$ cat src/rtl/skywave_bus_pkg.sv
// Shared definitions for the core memory bus: master ids, the in-flight read tag
// and the default bus read latency.
package skywave_bus_pkg;

   localparam logic MST_FETCH      = 1'b0;
   localparam logic MST_LSU        = 1'b1;
   localparam int   RD_LATENCY_DEF = 2;

   typedef struct packed {
      logic valid;
      logic owner;
   } tag_t;

   function automatic logic [1:0] mst_onehot(input logic owner);
      return owner ? 2'b10 : 2'b01;
   endfunction

endpackage

$ cat src/rtl/rr_arb2.sv
// Two-way round-robin arbiter: combinational one-hot grant and a registered
// last-granted pointer that only moves when a grant is issued.
module rr_arb2
   import skywave_bus_pkg::*;
(
   input  logic       clk_i,
   input  logic       reset_ni,
   input  logic [1:0] req_i,
   output logic [1:0] gnt_o
);

   logic last_q;
   logic last_d;

   always_comb begin
      gnt_o = 2'b00;
      case (req_i)
         2'b01:   gnt_o = 2'b01;
         2'b10:   gnt_o = 2'b10;
         // Under contention the master that was not served last wins.
         2'b11:   gnt_o = (last_q == MST_LSU) ? 2'b01 : 2'b10;
         default: gnt_o = 2'b00;
      endcase

      last_d = last_q;
      if (gnt_o[0]) begin
         last_d = MST_FETCH;
      end else if (gnt_o[1]) begin
         last_d = MST_LSU;
      end
   end

   always_ff @(posedge clk_i or negedge reset_ni) begin
      if (!reset_ni) begin
         last_q <= MST_LSU;
      end else begin
         last_q <= last_d;
      end
   end

endmodule

$ cat src/rtl/bus_arbiter.sv
// Shares the core memory bus between instruction fetch (M0) and load/store (M1);
// reads are pipelined and returned to their issuer through an owner-tag pipeline.
module bus_arbiter
   import skywave_bus_pkg::*;
#(
   parameter int BUS_WIDTH  = 32,
   parameter int AD_LEN     = 32,
   parameter int RD_LATENCY = RD_LATENCY_DEF
) (
   input  logic                 clk_i,
   input  logic                 reset_ni,
   input  logic [1:0]           req_i,
   input  logic [1:0]           we_i,
   input  logic [AD_LEN-1:0]    ad0_i,
   input  logic [AD_LEN-1:0]    ad1_i,
   input  logic [BUS_WIDTH-1:0] wdata0_i,
   input  logic [BUS_WIDTH-1:0] wdata1_i,
   output logic [1:0]           gnt_o,
   output logic [1:0]           rvalid_o,
   output logic [BUS_WIDTH-1:0] rdata_o,
   output logic                 bus_valid_o,
   output logic                 bus_we_o,
   output logic [AD_LEN-1:0]    bus_ad_o,
   output logic [BUS_WIDTH-1:0] bus_wdata_o,
   input  logic [BUS_WIDTH-1:0] bus_data_i
);

   logic [1:0] gnt;

   rr_arb2 u_rr_arb2 (
      .clk_i    (clk_i),
      .reset_ni (reset_ni),
      .req_i    (req_i),
      .gnt_o    (gnt)
   );

   assign gnt_o = gnt;

   logic                 bus_valid_q, bus_valid_d;
   logic                 bus_we_q,    bus_we_d;
   logic [AD_LEN-1:0]    bus_ad_q,    bus_ad_d;
   logic [BUS_WIDTH-1:0] bus_wdata_q, bus_wdata_d;
   logic                 bus_owner_q, bus_owner_d;

   tag_t                 tag_q [RD_LATENCY];
   tag_t                 tag_d [RD_LATENCY];
   tag_t                 tag_out;

   logic [1:0]           rvalid_q, rvalid_d;
   logic [BUS_WIDTH-1:0] rdata_q,  rdata_d;

   always_comb begin
      bus_valid_d = |gnt;
      bus_we_d    = bus_we_q;
      bus_ad_d    = bus_ad_q;
      bus_wdata_d = bus_wdata_q;
      bus_owner_d = bus_owner_q;
      if (gnt[0]) begin
         bus_we_d    = we_i[0];
         bus_ad_d    = ad0_i;
         bus_wdata_d = wdata0_i;
         bus_owner_d = MST_FETCH;
      end else if (gnt[1]) begin
         bus_we_d    = we_i[1];
         bus_ad_d    = ad1_i;
         bus_wdata_d = wdata1_i;
         bus_owner_d = MST_LSU;
      end
   end

   // The tag enters during the address cycle, so after RD_LATENCY stages the
   // last stage lines up with the cycle in which bus_data_i is valid.
   always_comb begin
      tag_d[0].valid = bus_valid_q & ~bus_we_q;
      tag_d[0].owner = bus_owner_q;
      for (int i = 1; i < RD_LATENCY; i++) begin
         tag_d[i] = tag_q[i-1];
      end
      tag_out = tag_q[RD_LATENCY-1];

      rvalid_d = 2'b00;
      rdata_d  = rdata_q;
      if (tag_out.valid) begin
         rvalid_d = mst_onehot(tag_out.owner);
         rdata_d  = bus_data_i;
      end
   end

   always_ff @(posedge clk_i or negedge reset_ni) begin
      if (!reset_ni) begin
         bus_valid_q <= 1'b0;
         bus_we_q    <= 1'b0;
         bus_ad_q    <= '0;
         bus_wdata_q <= '0;
         bus_owner_q <= MST_FETCH;
         for (int i = 0; i < RD_LATENCY; i++) begin
            tag_q[i] <= '0;
         end
         rvalid_q    <= 2'b00;
         rdata_q     <= '0;
      end else begin
         bus_valid_q <= bus_valid_d;
         bus_we_q    <= bus_we_d;
         bus_ad_q    <= bus_ad_d;
         bus_wdata_q <= bus_wdata_d;
         bus_owner_q <= bus_owner_d;
         for (int i = 0; i < RD_LATENCY; i++) begin
            tag_q[i] <= tag_d[i];
         end
         rvalid_q    <= rvalid_d;
         rdata_q     <= rdata_d;
      end
   end

   assign bus_valid_o = bus_valid_q;
   assign bus_we_o    = bus_we_q;
   assign bus_ad_o    = bus_ad_q;
   assign bus_wdata_o = bus_wdata_q;
   assign rvalid_o    = rvalid_q;
   assign rdata_o     = rdata_q;

endmodule

$ cat config.mk
export PLATFORM = sky130hd
export DESIGN_NAME = bus_arbiter
export DESIGN_NICKNAME = d
export VERILOG_FILES = /design/src/rtl/skywave_bus_pkg.sv /design/src/rtl/rr_arb2.sv /design/src/rtl/bus_arbiter.sv
export SDC_FILE = /design/constraint.sdc
export NUM_CORES = 1
export LEC_CHECK = 0
export CAP_MARGIN = 15
export CORE_ASPECT_RATIO = 1.1
export CORE_MARGIN = 4
export CORE_UTILIZATION = 41
export DETAILED_ROUTE_END_ITERATION = 10
export PLACE_DENSITY = 0.87
export SETUP_SLACK_MARGIN = 0.15
export SLEW_MARGIN = 20
export SYNTH_ARGS = -nofsm -noshare
export SYNTH_HDL_FRONTEND = slang
export SYNTH_HIERARCHICAL = 1
export SYNTH_SLANG_ARGS = --single-unit
$ cat constraint.sdc
create_clock -name clk_i -period 2.2 [get_ports clk_i]
set_input_delay 0.44 -clock clk_i [delete_from_list [all_inputs] [get_ports clk_i]]
set_output_delay 0.44 -clock clk_i [all_outputs]
set_load 0.005 [all_outputs]
==> flow_metrics.env <==
export IMPL_cts_buffer_depth=2
export IMPL_dieArea_sq_mm=0.01274
export IMPL_post_cts_buffers=0
export IMPL_critPathMaxFanout=2
export IMPL_die_x_um=108.0
export IMPL_synth_nets=536
export IMPL_rows=39
export IMPL_yosys_area_top_type="dfrtp_1"
export IMPL_endpoint_kind="output port"
export IMPL_cts_resized=3
export IMPL_yosys_top_cells_area="dfrtp_1 (58%), mux2i_1 (14%), mux2_2 (8.0%)"
export IMPL_totalWireLength_um=13790
export IMPL_globalplace_congestion=0.7867
export IMPL_hold_class="input port to asynchronous set/reset pin"
export IMPL_fin_area_sq_mm=0.007566
export IMPL_fp_coreArea_sq_mm=0.01059
export IMPL_first_pass_iters=4
export IMPL_ant_nets=0
export IMPL_post_dp_cell_area_sq_mm=0.007286
export IMPL_cts_max_level=3
export IMPL_crit_chain="clkdlybuf4s50_1 -> buf_4 -> a21boi_4 -> dlygate4sd2_1"
export IMPL_timing_hold_ws_ns=0.05094
export IMPL_area_growth_pct=67.79
export IMPL_wl_per_cell_um=17.65
export IMPL_drt_iter0_drc=142
export IMPL_ir_drop_mv=0.4037
export IMPL_grt_max_degree=87
export IMPL_clk_latency_ns=0.33
export IMPL_antenna_found_initial=0
export IMPL_synth_warnings=6
export IMPL_synth_seq_cells=106
export IMPL_grt_first_pass_wirelength_um=21740
export IMPL_start_kind="input port"
export IMPL_post_place_ws_ns=-0.01219
export IMPL_layout_nets=799
export IMPL_die_y_um=118.0
export IMPL_ys_types=20
export IMPL_grtUsageTotal_pct=21.60
export IMPL_fin_crit_sh_pct=87.03
export IMPL_synth_ff_type="dfrtp_1"
export IMPL_path_clk_slew_ns=0.07
export IMPL_max_slew_margin_pct=70.29
export IMPL_vias_per_cell=4.853
export IMPL_drive_above_1_share_pct=9.718
export IMPL_start_util_pct=42.59
export IMPL_worstPathRequired_ns=1.76
export IMPL_gr_total_overflow=0
export IMPL_io_buffers=267
export IMPL_cellPowerDensity_mw_per_mm2=764.4
export IMPL_final_cells=781
export IMPL_syn_avg_cell_area_sq_um=12.19
export IMPL_slowest_delay_ns=0.45
export IMPL_place_hpwl_um=10660
export IMPL_status="finished clean"
export IMPL_synth_edff_count=0
export IMPL_p_leak_nw=3.193
export IMPL_synth_top_area_share_pct=58.27
export IMPL_fmax_mhz=522.3
export IMPL_synthCells=370
export IMPL_cts_tree="done"
export IMPL_diodes=0
export IMPL_ys_seq_area_share_pct=58.85
export IMPL_cpMaxStageDelayCell="clkdlybuf4s50_1"
export IMPL_ios=268
export IMPL_grt_pass1_vias=4210
export IMPL_criticalPathCategory="input port to output port"
export IMPL_final_core_util_pct=71.45
export IMPL_worstPathArrival_ns=1.47
export IMPL_finalSetupTns_ns=0
export IMPL_finalSetupViolations=0
export IMPL_vias=3790
export IMPL_cts_root_buf="clkbuf_16"
export IMPL_cap_violations=0
export IMPL_hold_viol=0
export IMPL_clkSinkCount=106
export IMPL_post_route_min_period_ns=1.915
export IMPL_synth_area_sq_mm=0.004509
export IMPL_maxSlewViolCount=0
export IMPL_skew_ns=0.006255
export IMPL_tightestPinTransition_ns=0.4457
export IMPL_worst_slack_ns=0.2852
export IMPL_async_flop_share_pct=100.0
export IMPL_drc_errors=0
export IMPL_cts_hold_buf=0
export IMPL_p_total_mw=5.783
export IMPL_rsz0062_at_grt="no"
export IMPL_dp_cells=765
export IMPL_numCtsBuffers=9
[power by group]
| part | switching, mW | internal [mW] |
|---|---|---|
| Clock | 0.669 | 0.859 |
| Combinational | 0.593 | 1.16 |
| Sequential | 0.196 | 2.31 |
[registers in the layout, summed over array words and instances, names as in the netlist, 2 cells and up]
register,cells
bus_wdata_o,32
tag_out,2
tag_d,2
rdata_o,32
bus_ad_o,32
rvalid_o,2
[Yosys cell counts, types with 2 or more instances]
master	instances
buf_4	3
nand2_1	65
buf_2	9
buf_6	4
dfrtp_1	105
o21ai_1	28
nor2_1	3
mux2i_1	65
clkbuf_1	6
nor2b_1	2
buf_12	4
mux2_2	32
o21ai_0	37
[final cells by class]
cell class	instances	area (sq um)
clock buffers	14	274.0
repair buffers	278	2786
fillers	760	3023
clock inverters	2	10.01
multi-input cells	237	1659
flip-flops and latches	106	2654
inverters	1	3.754
well taps	143	178.9
[final timing paths]
check                                      start        endpoint  slack [ns]  cells past startpoint
worst max-delay path                    req_i[1]        gnt_o[0]        0.29                      4
worst min-delay path                    reset_ni     rdata_o[19]        0.05                      1
worst max register to register  u_rr_arb2/last_q  bus_wdata_o[7]        0.59                      5
worst min register to register          tag_d[1]      tag_out[1]        0.35                      0
max in group asynchronous               reset_ni      tag_out[0]        1.51                      2
min in group clk_i                      tag_d[1]      tag_out[1]        0.35                      0
[cells in the final DEF, fill, tap and decap left out, types with 2 or more instances in the layout]
cell	n
clkbuf_16	9
buf_12	3
clkinv_2	2
clkbuf_8	3
nor2b_1	2
o21ai_1	28
dlygate4sd2_1	3
clkbuf_1	2
a21boi_4	2
mux2_2	32
nor2_1	3
nand2_1	65
dfrtp_1	105
clkdlybuf4s50_1	263
buf_4	9
o21ai_0	37
mux2i_1	65
[cell families (layout without fill, tap and decap cells)]
family / Yosys count / count (layout) / share of synthesized area [%]
AO/OA/AOI/OAI: 68 / 68 / 7.658
buffers and inverters: 27 / 295 / 4.855
flip-flops: 106 / 106 / 58.85
multiplexers: 97 / 97 / 22.42
AND/OR/NAND/NOR: 72 / 72 / 6.215
[critical path: cells and delay by family]
family | cells | cell delay [ns]
buf+inv | 3 | 0.89
compound gates | 1 | 0.14
[layer usage]
metal	vias up	part of all wire [%]	track usage [%]
li1	1787	-	-
met1	1815	36	22.98
met2	165	53	39.66
met3	23	9.0	6.144
met4	0	2.2	8.208
met5	-	0	0
Note: power is estimated with default switching activity, not from simulation.
